<file path="src/rtl/dot_pkg.sv">
// Shared types and constants for the pipelined dot-product engine.
package dot_pkg;

    typedef enum logic [1:0] {
        IDLE  = 2'd0,
        RUN   = 2'd1,
        DRAIN = 2'd2,
        DONE  = 2'd3
    } state_t;

    localparam int unsigned DRAIN_CYCLES = 3;
    localparam int unsigned DRAIN_CNT_W  = $clog2(DRAIN_CYCLES);
    localparam int unsigned CYC_W        = 16;

    // Increment that sticks at all-ones instead of wrapping.
    function automatic logic [CYC_W-1:0] sat_inc(input logic [CYC_W-1:0] v);
        return (&v) ? v : v + CYC_W'(1);
    endfunction

endpackage

</file>
<file path="src/rtl/dot_adder_tree.sv">
// Registered adder tree over LANES inputs; inputs are padded to a power of two with zeros.
module dot_adder_tree #(
    parameter int unsigned LANES = 16,
    parameter int unsigned IN_W  = 16
) (
    input  logic                          clk,
    input  logic                          rst,
    input  logic                          signed_mode,
    input  logic [LANES*IN_W-1:0]         in_data,
    output logic [IN_W+$clog2(LANES):0]   sum
);

    localparam int unsigned DEPTH = $clog2(LANES);
    localparam int unsigned PAD   = 1 << DEPTH;
    localparam int unsigned OUT_W = IN_W + DEPTH + 1;

    function automatic logic [OUT_W-1:0] extend(input logic [IN_W-1:0] x, input logic sm);
        return {{(OUT_W-IN_W){sm & x[IN_W-1]}}, x};
    endfunction

    // Level 0 holds extended leaves, each further level halves the node count.
    for (genvar l = 0; l <= DEPTH; l++) begin : g_lvl
        logic [OUT_W-1:0] node [PAD >> l];
        if (l == 0) begin : g_leaf
            for (genvar i = 0; i < PAD; i++) begin : g_in
                if (i < LANES) begin : g_real
                    assign node[i] = extend(in_data[i*IN_W +: IN_W], signed_mode);
                end else begin : g_pad
                    assign node[i] = '0;
                end
            end
        end else begin : g_sum
            for (genvar i = 0; i < (PAD >> l); i++) begin : g_add
                assign node[i] = g_lvl[l-1].node[2*i] + g_lvl[l-1].node[2*i+1];
            end
        end
    end

    // Single pipeline register on the tree root.
    always_ff @(posedge clk) begin
        if (!rst) begin
            sum <= '0;
        end else begin
            sum <= g_lvl[DEPTH].node[0];
        end
    end

endmodule

</file>
<file path="src/rtl/pipelined_dot_engine.sv">
// Streaming dot-product engine: multiply stage, adder-tree stage, accumulate stage.
module pipelined_dot_engine
    import dot_pkg::*;
#(
    parameter int unsigned LANES  = 16,
    parameter int unsigned ELEM_W = 8,
    parameter int unsigned LEN_W  = 11,
    parameter int unsigned ACC_W  = 40
) (
    input  logic                      clk,
    input  logic                      rst,
    input  logic                      start,
    input  logic [LEN_W-1:0]          len,
    input  logic                      signed_mode,
    output logic                      busy,
    input  logic                      in_valid,
    output logic                      in_ready,
    input  logic [LANES*ELEM_W-1:0]   in_a,
    input  logic [LANES*ELEM_W-1:0]   in_b,
    output logic                      res_valid,
    input  logic                      res_ready,
    output logic [ACC_W-1:0]          result,
    output logic                      overflow,
    output logic [CYC_W-1:0]          cycle_count
);

    localparam int unsigned PROD_W  = 2 * ELEM_W;
    localparam int unsigned SUM_W   = PROD_W + $clog2(LANES) + 1;
    localparam int unsigned EXT_W   = ((ACC_W > SUM_W) ? ACC_W : SUM_W) + 2;
    localparam int unsigned LANE_CW = $clog2(LANES + 1);

    state_t                   state, state_d;
    logic [LEN_W-1:0]         beats_left, beats_d, beats_start;
    logic [DRAIN_CNT_W-1:0]   drain_cnt, drain_d;
    logic [LANE_CW-1:0]       last_lanes, last_start;
    logic [31:0]              len_m1;
    logic                     mode_q, accept, xfer, final_beat;
    logic                     p1_valid, p2_valid;
    logic [LANES*PROD_W-1:0]  prod_c, prod_q;
    logic [SUM_W-1:0]         sum_q;
    logic [EXT_W-1:0]         acc_ext, sum_ext, acc_sum;
    logic                     ovf_now;

    // Beat count and live lanes of the final beat, derived from the requested length.
    always_comb begin
        len_m1      = 32'(len) - 32'd1;
        beats_start = LEN_W'(len_m1 / LANES + 32'd1);
        last_start  = LANE_CW'(len_m1 % LANES + 32'd1);
    end

    // Next-state logic and beat/drain bookkeeping.
    always_comb begin
        state_d    = state;
        beats_d    = beats_left;
        drain_d    = drain_cnt;
        accept     = (state == IDLE) && start;
        final_beat = (beats_left == LEN_W'(1));
        xfer       = (state == RUN) && (beats_left != '0) && in_valid;
        case (state)
            IDLE: begin
                if (start) begin
                    if (len == '0) begin
                        state_d = DONE;
                    end else begin
                        state_d = RUN;
                        beats_d = beats_start;
                    end
                end
            end
            RUN: begin
                if (xfer) begin
                    beats_d = beats_left - LEN_W'(1);
                    if (final_beat) begin
                        state_d = DRAIN;
                        drain_d = '0;
                    end
                end
            end
            DRAIN: begin
                drain_d = drain_cnt + DRAIN_CNT_W'(1);
                if (drain_cnt == DRAIN_CNT_W'(DRAIN_CYCLES - 1)) begin
                    state_d = DONE;
                end
            end
            DONE: begin
                if (res_ready) begin
                    state_d = IDLE;
                end
            end
            default: state_d = IDLE;
        endcase
    end

    // Lane products; lanes past the requested length on the final beat contribute zero.
    always_comb begin
        logic signed [ELEM_W:0]   sa, sb;
        logic signed [PROD_W-1:0] pf;
        prod_c = '0;
        for (int k = 0; k < LANES; k++) begin
            sa = $signed({mode_q & in_a[k*ELEM_W + ELEM_W - 1], in_a[k*ELEM_W +: ELEM_W]});
            sb = $signed({mode_q & in_b[k*ELEM_W + ELEM_W - 1], in_b[k*ELEM_W +: ELEM_W]});
            pf = PROD_W'(sa) * PROD_W'(sb);
            if (final_beat && (LANE_CW'(k) >= last_lanes)) begin
                pf = '0;
            end
            prod_c[k*PROD_W +: PROD_W] = pf;
        end
    end

    // Accumulate in a widened domain so range escape is visible in the upper bits.
    always_comb begin
        acc_ext = {{(EXT_W-ACC_W){mode_q & result[ACC_W-1]}}, result};
        sum_ext = {{(EXT_W-SUM_W){mode_q & sum_q[SUM_W-1]}}, sum_q};
        acc_sum = acc_ext + sum_ext;
        if (mode_q) begin
            ovf_now = !((&acc_sum[EXT_W-1:ACC_W-1]) || !(|acc_sum[EXT_W-1:ACC_W-1]));
        end else begin
            ovf_now = |acc_sum[EXT_W-1:ACC_W];
        end
    end

    dot_adder_tree #(
        .LANES (LANES),
        .IN_W  (PROD_W)
    ) u_tree (
        .clk         (clk),
        .rst         (rst),
        .signed_mode (mode_q),
        .in_data     (prod_q),
        .sum         (sum_q)
    );

    // State register and registered handshake/status outputs.
    always_ff @(posedge clk) begin
        if (!rst) begin
            state      <= IDLE;
            beats_left <= '0;
            drain_cnt  <= '0;
            busy       <= 1'b0;
            in_ready   <= 1'b0;
            res_valid  <= 1'b0;
        end else begin
            state      <= state_d;
            beats_left <= beats_d;
            drain_cnt  <= drain_d;
            busy       <= (state_d != IDLE);
            in_ready   <= (state_d == RUN) && (beats_d != '0);
            res_valid  <= (state_d == DONE);
        end
    end

    // Datapath: product stage, valid pipeline, accumulator and cycle counter.
    always_ff @(posedge clk) begin
        if (!rst) begin
            mode_q      <= 1'b0;
            last_lanes  <= '0;
            p1_valid    <= 1'b0;
            p2_valid    <= 1'b0;
            prod_q      <= '0;
            result      <= '0;
            overflow    <= 1'b0;
            cycle_count <= '0;
        end else begin
            p1_valid <= xfer;
            p2_valid <= p1_valid;
            if (xfer) begin
                prod_q <= prod_c;
            end
            if (accept) begin
                mode_q      <= signed_mode;
                last_lanes  <= last_start;
                result      <= '0;
                overflow    <= 1'b0;
                cycle_count <= '0;
            end else begin
                if (p2_valid) begin
                    result   <= acc_sum[ACC_W-1:0];
                    overflow <= overflow | ovf_now;
                end
                if ((state == RUN) || (state == DRAIN)) begin
                    cycle_count <= sat_inc(cycle_count);
                end
            end
        end
    end

endmodule

</file>
<file path="config.mk">
export PLATFORM = sky130hd
export DESIGN_NAME = pipelined_dot_engine
export DESIGN_NICKNAME = d
export VERILOG_FILES = /design/src/rtl/dot_pkg.sv /design/src/rtl/dot_adder_tree.sv /design/src/rtl/pipelined_dot_engine.sv
export SDC_FILE = /design/constraint.sdc
export NUM_CORES = 2
export LEC_CHECK = 0
export CAP_MARGIN = 20
export CORE_MARGIN = 2
export CORE_UTILIZATION = 30
export DETAILED_ROUTE_END_ITERATION = 12
export HOLD_SLACK_MARGIN = 0.02
export PLACE_DENSITY = 0.48
export SETUP_SLACK_MARGIN = 0.1
export SYNTH_ARGS = -nofsm -noshare
export SYNTH_HDL_FRONTEND = slang
export SYNTH_SLANG_ARGS = --single-unit
</file>
<file path="constraint.sdc">
create_clock -name clk -period 14.1 [get_ports clk]
set_clock_uncertainty 0.1 [all_clocks]
set_input_delay 2.82 -clock clk [delete_from_list [all_inputs] [get_ports clk]]
set_output_delay 2.82 -clock clk [all_outputs]
set_load 0.01 [all_outputs]
</file>
Yosys cells after proc, flatten, opt, wreduce, memory -nomap -nowiden
Index checks and enable logic that the tools add are counted.

Input port bits: 273. Register bits after elaboration: 360. Output and inout port bits: 60. Word-level logic and storage cells: 199.

Equal/unequal tests: 9. Reduce and logical (&&, ||, !) cells: 37. Muxes and demuxes: 31. $lt $le $gt $ge: 16. Bitwise logic cells: 53. Add/subtract/negate cells: 22. Multipliers: 16.

Operator list (count): $mul 9x9->16 (16); $mux 16 (16); $add 21x21->21 (7); $add 17x17->18 (8); $and 1x1->1 (50); $add 41x22->42 (1); $ge 4x5->1 const A (8); $mux 11 (3); $pmux 11 s2 (1); $reduce_bool 11->1 (2); $ge 3x5->1 const A (4); $logic_and 1x1->1 (20); $add 16x1->16 const B (1); $mux 2 (8); $reduce_and 16->1 (1); $sub 11x1->12 const B (1); $add 11x1->11 const B (1); $eq 11x1->1 const B (1); $logic_not 11->1 (1); $sub 11x1->11 const B (1); $ge 1x5->1 const A (2); $ge 2x5->1 const A (2); $eq 2x2->1 const B (4); $pmux 2 s4 (1); 16 further kinds (24).

Depth between registers and ports, before layout
Word-level depth: 8. Depth in mapped cells: 29.

Cells and area by module
From an unflattened synthesis, not the netlist that was laid out.

Cells, all modules: 7327. Area, all modules: 66014.6 sq um.

By module, submodules not included: pipelined_dot_engine (times used 1, cells an instance 6186, area an instance 56347.8 sq um, sequential area each 6786.5 sq um); dot_adder_tree (times used 1, cells an instance 1141, area an instance 9666.8 sq um, sequential area each 420.4 sq um).

Worst setup path after synthesis
OpenSTA, ideal clock, no wires.

Path kind: input-to-reg. From: input in_b[23]. To: register prod_q[47]. Setup slack: 6.360 ns. Buffers on the path: 1. Arrival: 7.566 ns. Stages on the path: 19. Setup time: 0.074 ns. Cell sequence: clkbuf_1 nand2_1 or2_2 fa_1 fa_1 inv_1 fa_1 fa_1 fa_1 ha_1 o21ai_0 a21boi_0 o21ai_0 nand2b_1 a21oi_1 o21bai_1 a31oi_1 a2111o_1 a31oi_1.

Longest elaborated chain between the ends: 3.

Ends and longest elaborated chain: start: declaration (RTL line pipelined_dot_engine.sv:19) `input logic [LANES*ELEM_W-1:0] in_b,`; $and 1x1->1 (RTL line pipelined_dot_engine.sv:101) `sb = $signed({mode_q & in_b[k*ELEM_W + ELEM_W - 1], in_b[k*ELEM_W +: ELEM_W]});`; $mul 9x9->16 * (RTL line pipelined_dot_engine.sv:102) `pf = PROD_W'(sa) * PROD_W'(sb);`; $mux 16 * (RTL line pipelined_dot_engine.sv:103) `if (final_beat && (LANE_CW'(k) >= last_lanes)) begin`; end signal: assignment (RTL line pipelined_dot_engine.sv:167) `prod_q <= prod_c;`; end: declaration (RTL line pipelined_dot_engine.sv:39) `logic [LANES*PROD_W-1:0] prod_c, prod_q;`.

Mark *: on every way between the ends. The rest lies on a longest branch, timed or not. A chain may end at the register's enable or synchronous reset.

Worst setup path after layout
From: input in_b[15]. To: register prod_q[31].

Same word-level chain as after synthesis.

==> flow_summary.toml <==
[cells_and_area]
fillers = 23000
synthToLayoutAreaGrowth_pct = 11.7
layout-drive-gt1-share_pct = 3.28
nets = 9790

[clock_tree]
ctsLongestPathBuffers = 3
cts_inserted_buffers = 47
htree_levels = 2
clk_latency_ns = 0.63
postCtsSetupRepairBufs = 0
cts.sinks = 360
clk_pin_slew_worst_paths_ns = 0.07
cts_tree = "done"
clockRootBuffer = "clkbuf_16"
cts_resized = 0
cts_hold_buf = 0

[global_route]
grt_pass1_wl_um = 298000
grt_overflow = 0
track_usage_pct = 16.7
antenna_found_initial = 17
grt_pass1_vias = 52200
grt_start_max_net_pins = 130

[critical_path]
cp.arrival_ns = 8.46
reg2regPathDepth = 23
cp-start-kind = "primary input"
path_class = "primary input to register"
path_max_fanout = 10
end_kind = "register"
crit_required_ns = 14.56

[run]
drv_cap = 0

[routing]
drc = 0
drtIter0Drc = 2553
routed_via_density = 4.67
wl_per_cell_um = 17.4
routed_wl_um = 185000
dr.pass1.iters = 6
num_vias = 49700
drtAntennaViolNets = 0

[synth]
ys_seq_elements = 360
syn_area_mm2 = 0.0665
synthesis.nets = 9681
synth_edf_count = 0
synth_common_cells = "1376 x inv_1, 1128 x fa_1, 802 x nand2_1, 736 x ha_1, 450 x and2_1"
yosysMostFrequentCell = "inv_1"
synthTopCellsByArea = "fa_1 34%, ha_1 14%, dfxtp_1 11%"
postSynth.asyncResetShare_pct = 0
syn_inst = 7544
synth.largest_area_cell = "fa_1"
yosys_warnings = 0
syn_avg_cell_area_um2 = 8.82
ys_seq_area_share_pct = 10.8
synth_ff_type = "dfxtp_1"
synth_top_area_share_pct = 34.0
synth.distinct_cells = 69

[floorplan]
start_util_pct = 30.2
die_h_um = 475
rows = 172
die_x_um = 475
die-area_mm2 = 0.225
core_area_mm2 = 0.220
io_pins = 333

[place]
gp_congestion = 0.856
port_buffers = 332
place_hpwl_um = 157000

[power_and_ir_drop]
p_leak_uw = 0.0351
pwr_density_cell_mw_per_mm2 = 118
irDropWorstVdd_v = 0.000111

[sta]
drv_slew = 0
rsz0062_at_grt = "no"
finalHoldViolations = 0
setup_viol = 0
clock.fmax_ghz = 0.125
min_period_ns = 8.00
fin_crit_sh_pct = 56.7
hold-worst-slack_ns = 0.361
relSlewSlack_pct = 31.4
setup_tns_ns = 0
worstMarginPinSlew_ns = 1.03

[worst_hold_path]
whs_path_depth = 2
min_path_type = "register to register"

[status]
status = "finished, final reports clean"
==> routing by layer <==
layer	global-route usage (%)	routed length (um)	vias to the layer above
li1	-	-	23900
met1	23.7	88300	24900
met2	27.7	86700	771
met3	2.12	7930	123
met4	2.34	2410	10
met5	0	65	-
==> through the flow <==
stage / cell area [um^2] / worst slack (ns) / util (%) / std cells / total power, uW
2_1_floorplan: 66500 / 6.36 / - / 7544 / 5860
3_3_place_gp: 72700 / 5.55 / 33.0 / 10600 / 7550
3_5_place_dp: 72700 / 5.51 / 33.0 / 10600 / 7570
4_1_cts: 74300 / 6.19 / 33.8 / 10600 / 8940
5_1_grt: 74300 / 5.74 / 33.8 / 10600 / 9850
6_report: 74300 / 6.10 / 33.8 / 10700 / 8770
==> sequential cells by signal (all words and copies together) (netlist names) <==
| register | count |
|---|---|
| prod_q | 256 |
| result | 40 |
| u_tree.sum | 21 |
| cycle_count | 16 |
| beats_left | 11 |
| last_lanes | 5 |
| drain_cnt | 2 |
| state | 2 |
| busy | 1 |
| in_ready | 1 |
| mode_q | 1 |
| overflow | 1 |
| p1_valid | 1 |
| p2_valid | 1 |
| res_valid | 1 |
==> cell usage in the layout, fill, tap and decap left out, types with 16 or more instances in the layout <==
| master | netlist | layout |
|---|---|---|
| a211o_1 | 16 | 16 |
| a21boi_0 | 25 | 25 |
| o31ai_1 | 19 | 19 |
| xnor2_1 | 323 | 323 |
| a31oi_1 | 29 | 28 |
| a22oi_1 | 188 | 188 |
| or3_1 | 22 | 22 |
| or2_2 | 125 | 125 |
| nand3_1 | 122 | 122 |
| dfxtp_1 | 360 | 358 |
| nor3_1 | 43 | 43 |
| a32o_1 | 18 | 18 |
| buf_4 | 0 | 29 |
| o21a_1 | 19 | 19 |
| and2_1 | 450 | 450 |
| a21oi_1 | 264 | 264 |
| nor2b_1 | 47 | 47 |
| fa_1 | 1128 | 1128 |
| nor2_1 | 410 | 408 |
| o21ai_0 | 139 | 139 |
| ha_1 | 736 | 736 |
| clkdlybuf4s50_1 | 0 | 331 |
| xor2_1 | 114 | 114 |
| a211oi_1 | 19 | 19 |
| inv_1 | 1376 | 1376 |
| nand2b_1 | 42 | 42 |
| and3_1 | 82 | 82 |
| mux2i_1 | 43 | 43 |
| o21bai_1 | 64 | 64 |
| a21o_1 | 89 | 89 |
| nand2_1 | 802 | 801 |
| clkbuf_16 | 0 | 49 |
==> final timing paths <==
| check | startpoint | end | slack (ns) |
|---|---|---|---|
| setup / recovery | in_b[15] | prod_q[31] | 6.10 |
| hold / removal | prod_q[147] | prod_q[147] | 0.36 |
| setup reg to reg | prod_q[32] | u_tree.sum[20] | 6.84 |
| hold reg to reg | prod_q[147] | prod_q[147] | 0.36 |
==> worst max-delay path: stages <==
cell and delay [ns]:
clkdlybuf4s50_1 0.73, nand2_1 0.27, or2_2 0.36, fa_1 0.46, fa_1 0.49, inv_1 0.05
fa_1 0.49, fa_1 0.43, fa_1 0.47, ha_1 0.34, o21ai_0 0.12, a21boi_0 0.27
o21ai_0 0.12, nand2b_1 0.12, a21oi_1 0.08, o21bai_1 0.20, a31oi_1 0.13, or3_1 0.35
a31oi_1 0.16
==> cell type report <==
type                       count  area [um^2]  area share, %
clock inverter                21          230          0.310
multi-input combinational   5504        53000           71.4
inverter                    1377         5180           6.97
sequential                   360         7210           9.71
timing repair buffer         363         3570           4.80
clock buffer                  63         1360           1.83
antenna                        6         15.0         0.0202
tap                         2958         3700           4.98
==> where the power goes <==
part | internal (uW) | total [uW] | switching, uW
logic | 2680 | 6270 | 3590
registers | 1140 | 1240 | 103
clock network | 748 | 1260 | 507
==> cells by family (layout without fill, tap and decap cells) <==
logic type / count (synthesis) / in the layout / synth area share, %
simple gates: 2181 / 2181 / 15.7
fa+ha+maj: 1864 / 1864 / 47.8
buf+inv: 1680 / 1824 / 9.49
compound gates: 978 / 978 / 9.73
xor+xnor: 437 / 437 / 5.75
flops: 360 / 360 / 10.8
mux: 44 / 44 / 0.664
other cells: 0 / 6 / 0
No activity file was read; power rests on OpenSTA's default activity.
